===== config.mk =====
export PLATFORM = sky130hd
export DESIGN_NAME = muldiv_ctrl
export DESIGN_NICKNAME = d
export VERILOG_FILES = /design/src/rtl/muldiv_ctrl.sv
export SDC_FILE = /design/constraint.sdc
export NUM_CORES = 1
export LEC_CHECK = 0
export BUFFER_PORTS_ARGS = -buffer_cell sky130_fd_sc_hd__clkbuf_2
export CAP_MARGIN = 20
export CORE_UTILIZATION = 47
export DETAILED_ROUTE_END_ITERATION = 10
export PLACE_DENSITY = 0.85
export SKIP_CTS_REPAIR_TIMING = 1
export SLEW_MARGIN = 20
export SYNTH_ARGS = -nofsm -noshare
export SYNTH_HDL_FRONTEND = slang
export SYNTH_SLANG_ARGS = --single-unit

===== constraint.sdc =====
create_clock -name clk -period 5.48 [get_ports clk]
set_input_delay 0.274 -clock clk [delete_from_list [all_inputs] [get_ports clk]]
set_output_delay 0.274 -clock clk [all_outputs]
set_load 0.1 [all_outputs]

===== src/rtl/muldiv_ctrl.sv =====
// muldiv_ctrl: multi-cycle sequencer for MULT/MULTU/DIV/DIVU and owner of
// the architectural HI/LO pair. Operands are latched on accept and held on
// the ALU inputs for MUL_CYCLES or DIV_CYCLES cycles. The ALU's 64-bit
// result is then committed to HI/LO.
//
// Handshake: start_i is a request-valid and ready_o is the matching ready.
// A request transfers on a rising edge where start_i=1 and ready_o=1.
// start_i seen while ready_o=0 is ignored, not queued, so the requester
// keeps start_i asserted until it observes ready_o=1. busy_o is the
// complement of ready_o and reflects the 1-bit FSM state directly.
module muldiv_ctrl #(
    parameter int MUL_CYCLES = 4,
    parameter int DIV_CYCLES = 8
) (
    input  logic        clk,
    input  logic        rst,
    input  logic        start_i,
    input  logic [4:0]  aluop_i,
    input  logic [31:0] src0_i,
    input  logic [31:0] src1_i,
    input  logic        mthi_we_i,
    input  logic        mtlo_we_i,
    input  logic [31:0] wdata_i,
    input  logic [63:0] alu_out_i,
    output logic [4:0]  alu_aluop_o,
    output logic [31:0] alu_src0_o,
    output logic [31:0] alu_src1_o,
    output logic        ready_o,
    output logic        busy_o,
    output logic        done_o,
    output logic        div0_o,
    output logic        illegal_o,
    output logic [31:0] hi_o,
    output logic [31:0] lo_o
);

    // Opcode values shared with the ALU's decode.
    localparam logic [4:0] ALUOP_ADD   = 5'd1;
    localparam logic [4:0] ALUOP_MULT  = 5'd12;
    localparam logic [4:0] ALUOP_MULTU = 5'd13;
    localparam logic [4:0] ALUOP_DIV   = 5'd14;
    localparam logic [4:0] ALUOP_DIVU  = 5'd15;

    localparam logic [3:0] MUL_LOAD = 4'(MUL_CYCLES - 1);
    localparam logic [3:0] DIV_LOAD = 4'(DIV_CYCLES - 1);

    typedef enum logic {
        IDLE = 1'b0,
        RUN  = 1'b1
    } state_t;

    state_t      state;
    state_t      state_nxt;
    logic [3:0]  cnt;
    logic [4:0]  op_q;
    logic [31:0] src0_q;
    logic [31:0] src1_q;
    logic [31:0] hi_q;
    logic [31:0] lo_q;
    logic        done_q;
    logic        div0_q;
    logic        illegal_q;

    logic        in_is_mul;
    logic        in_is_div;
    logic        in_legal;
    logic        accept;
    logic        q_is_div;
    logic        last_cycle;

    // Decode the incoming opcode and the latched opcode.
    always_comb begin
        in_is_mul  = (aluop_i == ALUOP_MULT) || (aluop_i == ALUOP_MULTU);
        in_is_div  = (aluop_i == ALUOP_DIV)  || (aluop_i == ALUOP_DIVU);
        in_legal   = in_is_mul || in_is_div;
        accept     = (state == IDLE) && start_i && in_legal;
        q_is_div   = (op_q == ALUOP_DIV) || (op_q == ALUOP_DIVU);
        last_cycle = (state == RUN) && (cnt == 4'd0);
    end

    // Next-state logic: IDLE -> RUN on accept, RUN -> IDLE when cnt hits 0.
    always_comb begin
        state_nxt = state;
        case (state)
            IDLE:    if (accept) state_nxt = RUN;
            RUN:     if (cnt == 4'd0) state_nxt = IDLE;
            default: state_nxt = IDLE;
        endcase
    end

    // State register.
    always_ff @(posedge clk or posedge rst) begin
        if (rst) state <= IDLE;
        else     state <= state_nxt;
    end

    // Operand latch and cycle counter.
    always_ff @(posedge clk or posedge rst) begin
        if (rst) begin
            op_q   <= 5'd0;
            src0_q <= 32'd0;
            src1_q <= 32'd0;
            cnt    <= 4'd0;
        end else if (accept) begin
            op_q   <= aluop_i;
            src0_q <= src0_i;
            src1_q <= src1_i;
            cnt    <= in_is_mul ? MUL_LOAD : DIV_LOAD;
        end else if ((state == RUN) && (cnt != 4'd0)) begin
            cnt <= cnt - 4'd1;
        end
    end

    // HI/LO: commit on the last RUN edge, MTHI/MTLO only in IDLE without accept.
    always_ff @(posedge clk or posedge rst) begin
        if (rst) begin
            hi_q <= 32'd0;
            lo_q <= 32'd0;
        end else if (last_cycle) begin
            if (!(q_is_div && (src1_q == 32'd0))) begin
                hi_q <= alu_out_i[63:32];
                lo_q <= alu_out_i[31:0];
            end
        end else if ((state == IDLE) && !accept) begin
            if (mthi_we_i) hi_q <= wdata_i;
            if (mtlo_we_i) lo_q <= wdata_i;
        end
    end

    // Registered one-cycle status pulses.
    always_ff @(posedge clk or posedge rst) begin
        if (rst) begin
            done_q    <= 1'b0;
            div0_q    <= 1'b0;
            illegal_q <= 1'b0;
        end else begin
            done_q    <= last_cycle;
            div0_q    <= last_cycle && q_is_div && (src1_q == 32'd0);
            illegal_q <= (state == IDLE) && start_i && !in_legal;
        end
    end

    // ALU drive: latched values in RUN, the ALU's default case otherwise.
    always_comb begin
        alu_aluop_o = 5'd0;
        alu_src0_o  = 32'd0;
        alu_src1_o  = 32'd0;
        if (state == RUN) begin
            alu_aluop_o = op_q;
            alu_src0_o  = src0_q;
            alu_src1_o  = src1_q;
        end
    end

    // Status and register outputs.
    always_comb begin
        ready_o   = (state == IDLE);
        busy_o    = (state == RUN);
        done_o    = done_q;
        div0_o    = div0_q;
        illegal_o = illegal_q;
        hi_o      = hi_q;
        lo_o      = lo_q;
    end

    // ALUOP_ADD is kept for documentation of the illegal-opcode path.
    logic unused_add;
    assign unused_add = ^ALUOP_ADD;

endmodule


# Yosys cells after proc, flatten, opt, wreduce, memory -nomap -nowiden
# Index checks and enable logic that the tools add are counted.
# op_classes
mux	17
n_eq_ne	7
n_bitwise	1
n_addsub	1
reduce_logical	24
# op_table
cell	count
32-bit two-way mux	10
32-bit logical NOT	1
5-bit by 4-bit equality test with 1-bit output (second input constant)	6
1-bit logical AND	9
4-bit two-way mux	2
2-bit nonzero test	4
3-bit AND reduction	2
5-bit two-way mux	1
4-bit logical NOT	1
1-bit logical OR	4
4-bit nonzero test	1
4-bit by 1-bit subtractor with 4-bit output (second input constant)	1
3-bit two-way mux	1
1-bit logical NOT	2
1-bit two-way mux	2
2-bit != test (second input constant)	1
1-bit one-hot mux with 2 select lines	1
1-bit inverter	1
# totals
reg_bits	141
wordCells	60
out_inout_bits	138

# Longest topological paths before layout
# Gate-level depths: netlist (run 1).
# logic_depth
depth_word	8
mapped_depth	8
mapped_depth_nobuf	7

# Least setup slack after synthesis (run 1)
# No wires, ideal clock.
# synth_path
kind	register -> output
start	reg state, in the netlist busy_o
end	out alu_aluop_o[1]
arrival_time_ns	3.199
stages_incl_launch_ff	3
required_time_ns	5.206
path_slack_ns	2.007
path_cell_list	dfrtp_1 inv_1 nor2_1
# synth_between
elab_chain_len	1
# synth_lines
element	line	source
start, declared	52	state_t state;
start signal, assigned	94	else state <= state_nxt;
5-bit two-way mux	148	if (state == RUN) begin
end, declared	25	output logic [4:0] alu_aluop_o,
# Every way passes these cells.

# Worst setup path after layout (run 1)
# layout_path
start	reg state, in the netlist busy_o
end	reg lo_q[16], in the netlist lo_o[16]
# layout_between
elab_chain_len	7
word_cells_on_any_way	11
classes_between	eq/ne: 1; mux: 1; bitwise: 1; reduce/logical: 8
# layout_lines
element	line	source
1-bit inverter	--	
1-bit logical AND (2 in a row)	76	accept = (state == IDLE) && start_i && in_legal;
1-bit logical NOT	124	end else if ((state == IDLE) && !accept) begin
1-bit logical AND	124	
2-bit nonzero test (no source line)	--	
3-bit AND reduction (no source line)	--	
end signal, assigned	122	lo_q <= alu_out_i[31:0];
end signal, assigned	126	if (mtlo_we_i) lo_q <= wdata_i;
end, declared	59	logic [31:0] lo_q;
# Parallel ways exist; a longest one is shown, timed or not.
# A chain may end at the register's enable or synchronous reset.

==> metrics.txt, run 1 <==
Mapped Cells=618; Reg clk slew, reported paths=60 ps; Filler cells=1110; grt total ovfl=0; number of global-route vias before repair=5492; routability cong.=0.783; pin count of the biggest net entering global routing=89; warnings from Yosys=0; Required @ worst endpoint=5770 ps; CTS H-Tree Depth=4; diodes inserted=0; Worst-Skew Late Latency=410 ps; synth unique cells=27; ratio of cells with drive above 1 in the final layout=51.9%; Residual DRC=0; Final Cell Area=8890 µm²; area growth from synthesis to final layout=33.7%; Max Cap Viol=0; RSZ-0062 raised after global routing=no; status=finished with violations; Critical Path Fanout Max=72; critical path type=reg2reg; dominant synthesized flop cell=dfrtp_1; FFs w/ async S/R, synth=100%; DRT Pass-1 Iters=5; fmax=283 MHz; routed len/inst=15.3 µm; clock sinks=141; post-synthesis sequential area ratio=53.1%; TNS Setup=0 ps; startpoint type of the worst setup path=register; Worst Hold Slack=-19.6 ps; Rel. slew slack=38.6%; Vias/cell=4.91; syn avg cell area=10.8 µm²; nets=1087; worst clock skew=7.57 ps; drt total wl=17.0 mm; DP Wirelength=12.3 mm; Die Wd=121 µm; period utilization=64.6%; Cell Rows=43; CTS tree=done; Crit. End Element=register; Post-synth EDFFs=0; initial antenna violation count=0; # IOs=308; total CTS buffers=17; die footprint=14600 µm²; failing checks=hold timing; Worst EP arrival=3830 ps; CTS Root Cell=clkbuf_16; Overall Global Routing Usage=23.8%; DR vias=5430; Die Ht=121 µm; Post-DP Area=8300 µm²; Netlist Area Pre-Place=6650 µm²; Final Hold Viols=14; first-pass GRT wire length=26.7 mm; CORE AREA=13800 µm²; worst-margin pin slew=922 ps; Buffers on Ports=307; HP Class=in2async; Net Count, Synth=790; Starting Density=48.1%; ANT nets after route=0; Initial DRC Count=221; # setup viols final=0; Final Max Tran Viols=0; Synth Register Bits=141; min cycle time layout=3540 ps; clock buffer depth=2
## cells in the mapped netlist (2+ instances only)
cell type  instances  area share (%)
nand2_1          201              11
dfrtp_1          141              53
mux2_2           124              21
and2_1            69             6.5
clkbuf_1          24             1.4
nor4_1             8            0.75
nor2_1             7            0.40
buf_6              6             1.0
inv_1              6            0.34
mux2_4             4            0.90
buf_2              3            0.23
nand3_1            3            0.23
xnor2_1            3            0.40
buf_1              2            0.11
ha_1               2            0.38
nand2b_1           2            0.19
nor3_2             2            0.30
o21ai_0            2            0.15
## worst paths after layout
| check | startpoint | to | slack, ps | cells after the start |
|---|---|---|---|---|
| worst min-delay path | rst | hi_o[28] | -20 | 2 |
| worst min register to register | src0_q[30] | src0_q[30] | 470 | 2 |
| max in group asynchronous | rst | src1_q[13] | 4210 | 3 |
| worst max register to register | busy_o | lo_o[16] | 1940 | 7 |
| min in group clk | src0_i[4] | src0_q[4] | 50 | 3 |
| worst max-delay path | busy_o | lo_o[16] | 1940 | 7 |
## layout make-up
cell class	count	area (µm²)	area share, %
Sequential cell	141	3530	39.7
Multi-Input combinational cell	436	2940	33.1
Timing Repair Buffer	313	1580	17.8
Clock buffer	20	467	5.25
Tap cell	180	225	2.53
Clock inverter	11	118	1.32
Inverter	6	27.5	0.310
## stage by stage
| step | std cells | util (%) | worst slack (ps) |
|---|---|---|---|
| floorplan | 618 | - | 1420 |
| global placement | 1076 | 60.1 | 1970 |
| detailed placement | 1076 | 60.1 | 1860 |
| CTS | 1107 | 64.3 | 1840 |
| global route | 1107 | 64.3 | 1660 |
| finish | 1107 | 64.3 | 1940 |
## critical path: stages (launching register included)
cell      delay, ps
dfrtp_2         950
and4bb_4        530
buf_4           570
nand3_1         210
nor4_4          340
nor3_4          210
buf_4           270
mux2_2          300
## registers in the layout, indices dropped and copies added, names as in the netlist, 4 cells and up
signal and cells:
cnt 4, hi_o 32, lo_o 32, op_q 5, src0_q 32, src1_q 32
## cells in the final DEF (no fill, tap or decap), types with 4 or more instances in the layout
cell type / instances
nor4_1: 8
clkinv_2: 5
mux2_4: 4
nor2_1: 7
inv_1: 5
nand2_1: 201
dfrtp_1: 140
buf_4: 6
mux2_2: 124
clkbuf_16: 17
clkbuf_2: 307
and2_1: 69
## per-layer routing
metal	wire [µm]	track usage, %	up-vias
li1	-	-	2606
met3	1430	7.71	30
met5	0	0	-
met2	8440	40.6	226
met4	376	10.2	0
met1	6720	27.4	2568
## kinds of logic after synthesis
logic type | count (synthesis) | synth area share (%)
adders and majority gates | 2 | 0.376
buffers and inverters | 41 | 3.05
DFF | 141 | 53.1
muxes | 128 | 21.9
xor gates and xnor gates | 3 | 0.395
and+or+nand+nor | 299 | 20.9
AOI/OAI and AO/OA | 4 | 0.339
Power of run 1 is not shown: default switching activity piles up to over one toggle a cycle in this logic, so the estimate is an artifact.
==> run 2, diff against run 1 <==
--- a/config.mk
+++ b/config.mk
@@ -7,9 +7,9 @@
 export LEC_CHECK = 0
 export BUFFER_PORTS_ARGS = -buffer_cell sky130_fd_sc_hd__clkbuf_2
 export CAP_MARGIN = 20
-export CORE_UTILIZATION = 47
+export CORE_UTILIZATION = 43
 export DETAILED_ROUTE_END_ITERATION = 10
-export PLACE_DENSITY = 0.85
+export PLACE_DENSITY = 0.83
 export SKIP_CTS_REPAIR_TIMING = 1
 export SLEW_MARGIN = 20
 export SYNTH_ARGS = -nofsm -noshare
==> constraint.sdc (replaced) <==
create_clock -name clk -period 3.2 [get_ports clk]
set_input_delay 0.16 -clock clk [delete_from_list [all_inputs] [get_ports clk]]
set_output_delay 0.16 -clock clk [all_outputs]
set_load 0.1 [all_outputs]
==> run 2 against run 1 <==
  * Core utilization shrank 0.095 points
  * Register-to-register slack got worse by 1300 ps
  * First-iteration DRC count rose by 8.6%
  * The flow still finishes with violations (hold timing)
  * Sequential share of layout area shrank 3.4 points
  * Design area grew 9.4%
  * Sequential cell count did not move
  * Cell count grew 7.0%
  * Global-route usage down 2.0 points
  * Worst hold slack got worse by 51 ps
  * Fmax rose by 40%
  * Clock skew increased by 3.0 ps
  * Highest routed layer unchanged
==> metrics.txt, run 2 (synthesized netlist as in run 1, its figures left out) <==
nets=1156 (was 1087); routed len/inst=16.4 µm (was 15.3 µm); TNS Setup=0 ps (unchanged); CTS H-Tree Depth=4 (unchanged); CTS Root Cell=clkbuf_16 (unchanged); Rel. slew slack=46.9% (was 38.6%); CP top delay family=buffers and inverters (was simple AND/OR/NAND/NOR gates); # setup viols final=0 (unchanged); Worst-Skew Late Latency=410 ps (about the same); Worst EP arrival=2820 ps (was 3830 ps); worst path cell trace=inv_1 > ha_1 > nand2b_4 > o21ai_1 > nand2_1 > nor3_4 > buf_4 > mux2_2 (was and4bb_4 > buf_4 > nand3_1 > nor4_4 > nor3_4 > buf_4 > mux2_2); Critical Path Slowest Stage Cell=buf_4 (was dfrtp_2); Vias/cell=5.00 (was 4.91); Crit. End Element=register (unchanged); Required @ worst endpoint=3490 ps (was 5770 ps); Overall Global Routing Usage=21.8% (was 23.8%); diodes inserted=0 (unchanged); DP Wirelength=12.3 mm (about the same); clock sinks=141 (unchanged); Final Max Tran Viols=0 (unchanged); total CTS buffers=17 (unchanged); Reg clk slew, reported paths=60 ps (about the same); first-pass GRT wire length=26.8 mm (was 26.7 mm); worst clock skew=10.5 ps (was 7.57 ps); initial antenna violation count=0 (unchanged); startpoint type of the worst setup path=register (unchanged); CTS tree=done (unchanged); period utilization=78.9% (was 64.6%); r2r setup slk=670 ps (was 1940 ps); Max Cap Viol=0 (unchanged); Die Wd=126 µm (was 121 µm); number of global-route vias before repair=5328 (was 5492); drt total wl=19.4 mm (was 17.0 mm); HP Class=in2async (unchanged); CP bufs+invs=2 (unchanged); Worst Hold Slack=-70.6 ps (was -19.6 ps); CORE AREA=15100 µm² (was 13800 µm²); failing checks=hold timing (unchanged); Critical Path Fanout Max=32 (was 72); routability cong.=0.765 (was 0.783); fmax=396 MHz (was 283 MHz); RSZ-0062 raised after global routing=no (unchanged); ratio of cells with drive above 1 in the final layout=48.6% (was 51.9%); area growth from synthesis to final layout=46.2% (was 33.7%); commonest non-fill, non-tap cell in the layout=clkbuf_2 (unchanged); Final Hold Viols=57 (was 14); critical path type=reg2reg (unchanged); Starting Density=43.9% (was 48.1%); status=finished with violations (unchanged); # IOs=308 (unchanged); Initial DRC Count=240 (was 221); most frequent cells in the layout=307 x clkbuf_2, 201 x nand2_1, 140 x dfrtp_1 (unchanged); min cycle time layout=2530 ps (was 3540 ps); pin count of the biggest net entering global routing=142 (was 89); grt total ovfl=0 (unchanged); Residual DRC=0 (unchanged); DRT Pass-1 Iters=4 (was 5); Cell Rows=45 (was 43); die footprint=16000 µm² (was 14600 µm²); Worst path max stage delay=430 ps (was 950 ps); worst-margin pin slew=797 ps (was 922 ps); DR vias=5924 (was 5430); Die Ht=126 µm (was 121 µm); clock buffer depth=2 (unchanged); Buffers on Ports=307 (unchanged); ANT nets after route=0 (unchanged)
-- run 2: metrics by stage --
step	util [%]	std cells	hold WS, ps	instance area [µm²]	worst slack, ps
after floorplan	-	618	265	6660	285
after global placement	55.3	1086	349	8370	755
after detailed placement	55.3	1086	354	8370	677
after CTS	59.8	1118	-88.1	9050	656
after global routing	64.2	1185	30.7	9720	455
final	64.2	1185	-70.6	9720	674
-- run 2: path summary, 6_finish.rpt --
check | from | to | cells after the start
worst max-delay path | cnt[0] | hi_o[3] | 8
min in group clk | alu_out_i[63] | hi_o[31] | 3
max in group asynchronous | rst | lo_o[30] | 3
worst max register to register | cnt[0] | hi_o[3] | 8
worst min register to register | src0_q[29] | src0_q[29] | 2
worst min-delay path | rst | src1_q[6] | 3
-- run 2: per-layer routing --
metal	GRT usage [%]	vias up	wire [µm]
li1	-	2748	-
met1	25.1	2870	7480
met2	38.5	270	9970
met3	7.09	36	1560
met4	6.59	0	388
met5	0	-	0
-- run 2: tightest hold or removal path: stages --
cell	delay, ps
clkbuf_2	100
clkinvlp_4	70
buf_12	510
-- run 2: layout make-up --
| type | instances | area [µm²] |
|---|---|---|
| Tap cell | 188 | 235 |
| Timing Repair Buffer | 382 | 2300 |
| Inverter | 6 | 30.0 |
| Sequential cell | 141 | 3530 |
| Fill cell | 1128 | 5420 |
| Multi-Input combinational cell | 436 | 2940 |
| Clock buffer | 19 | 443 |
| Clock inverter | 13 | 236 |
Power of run 2 is left out for the same reason.
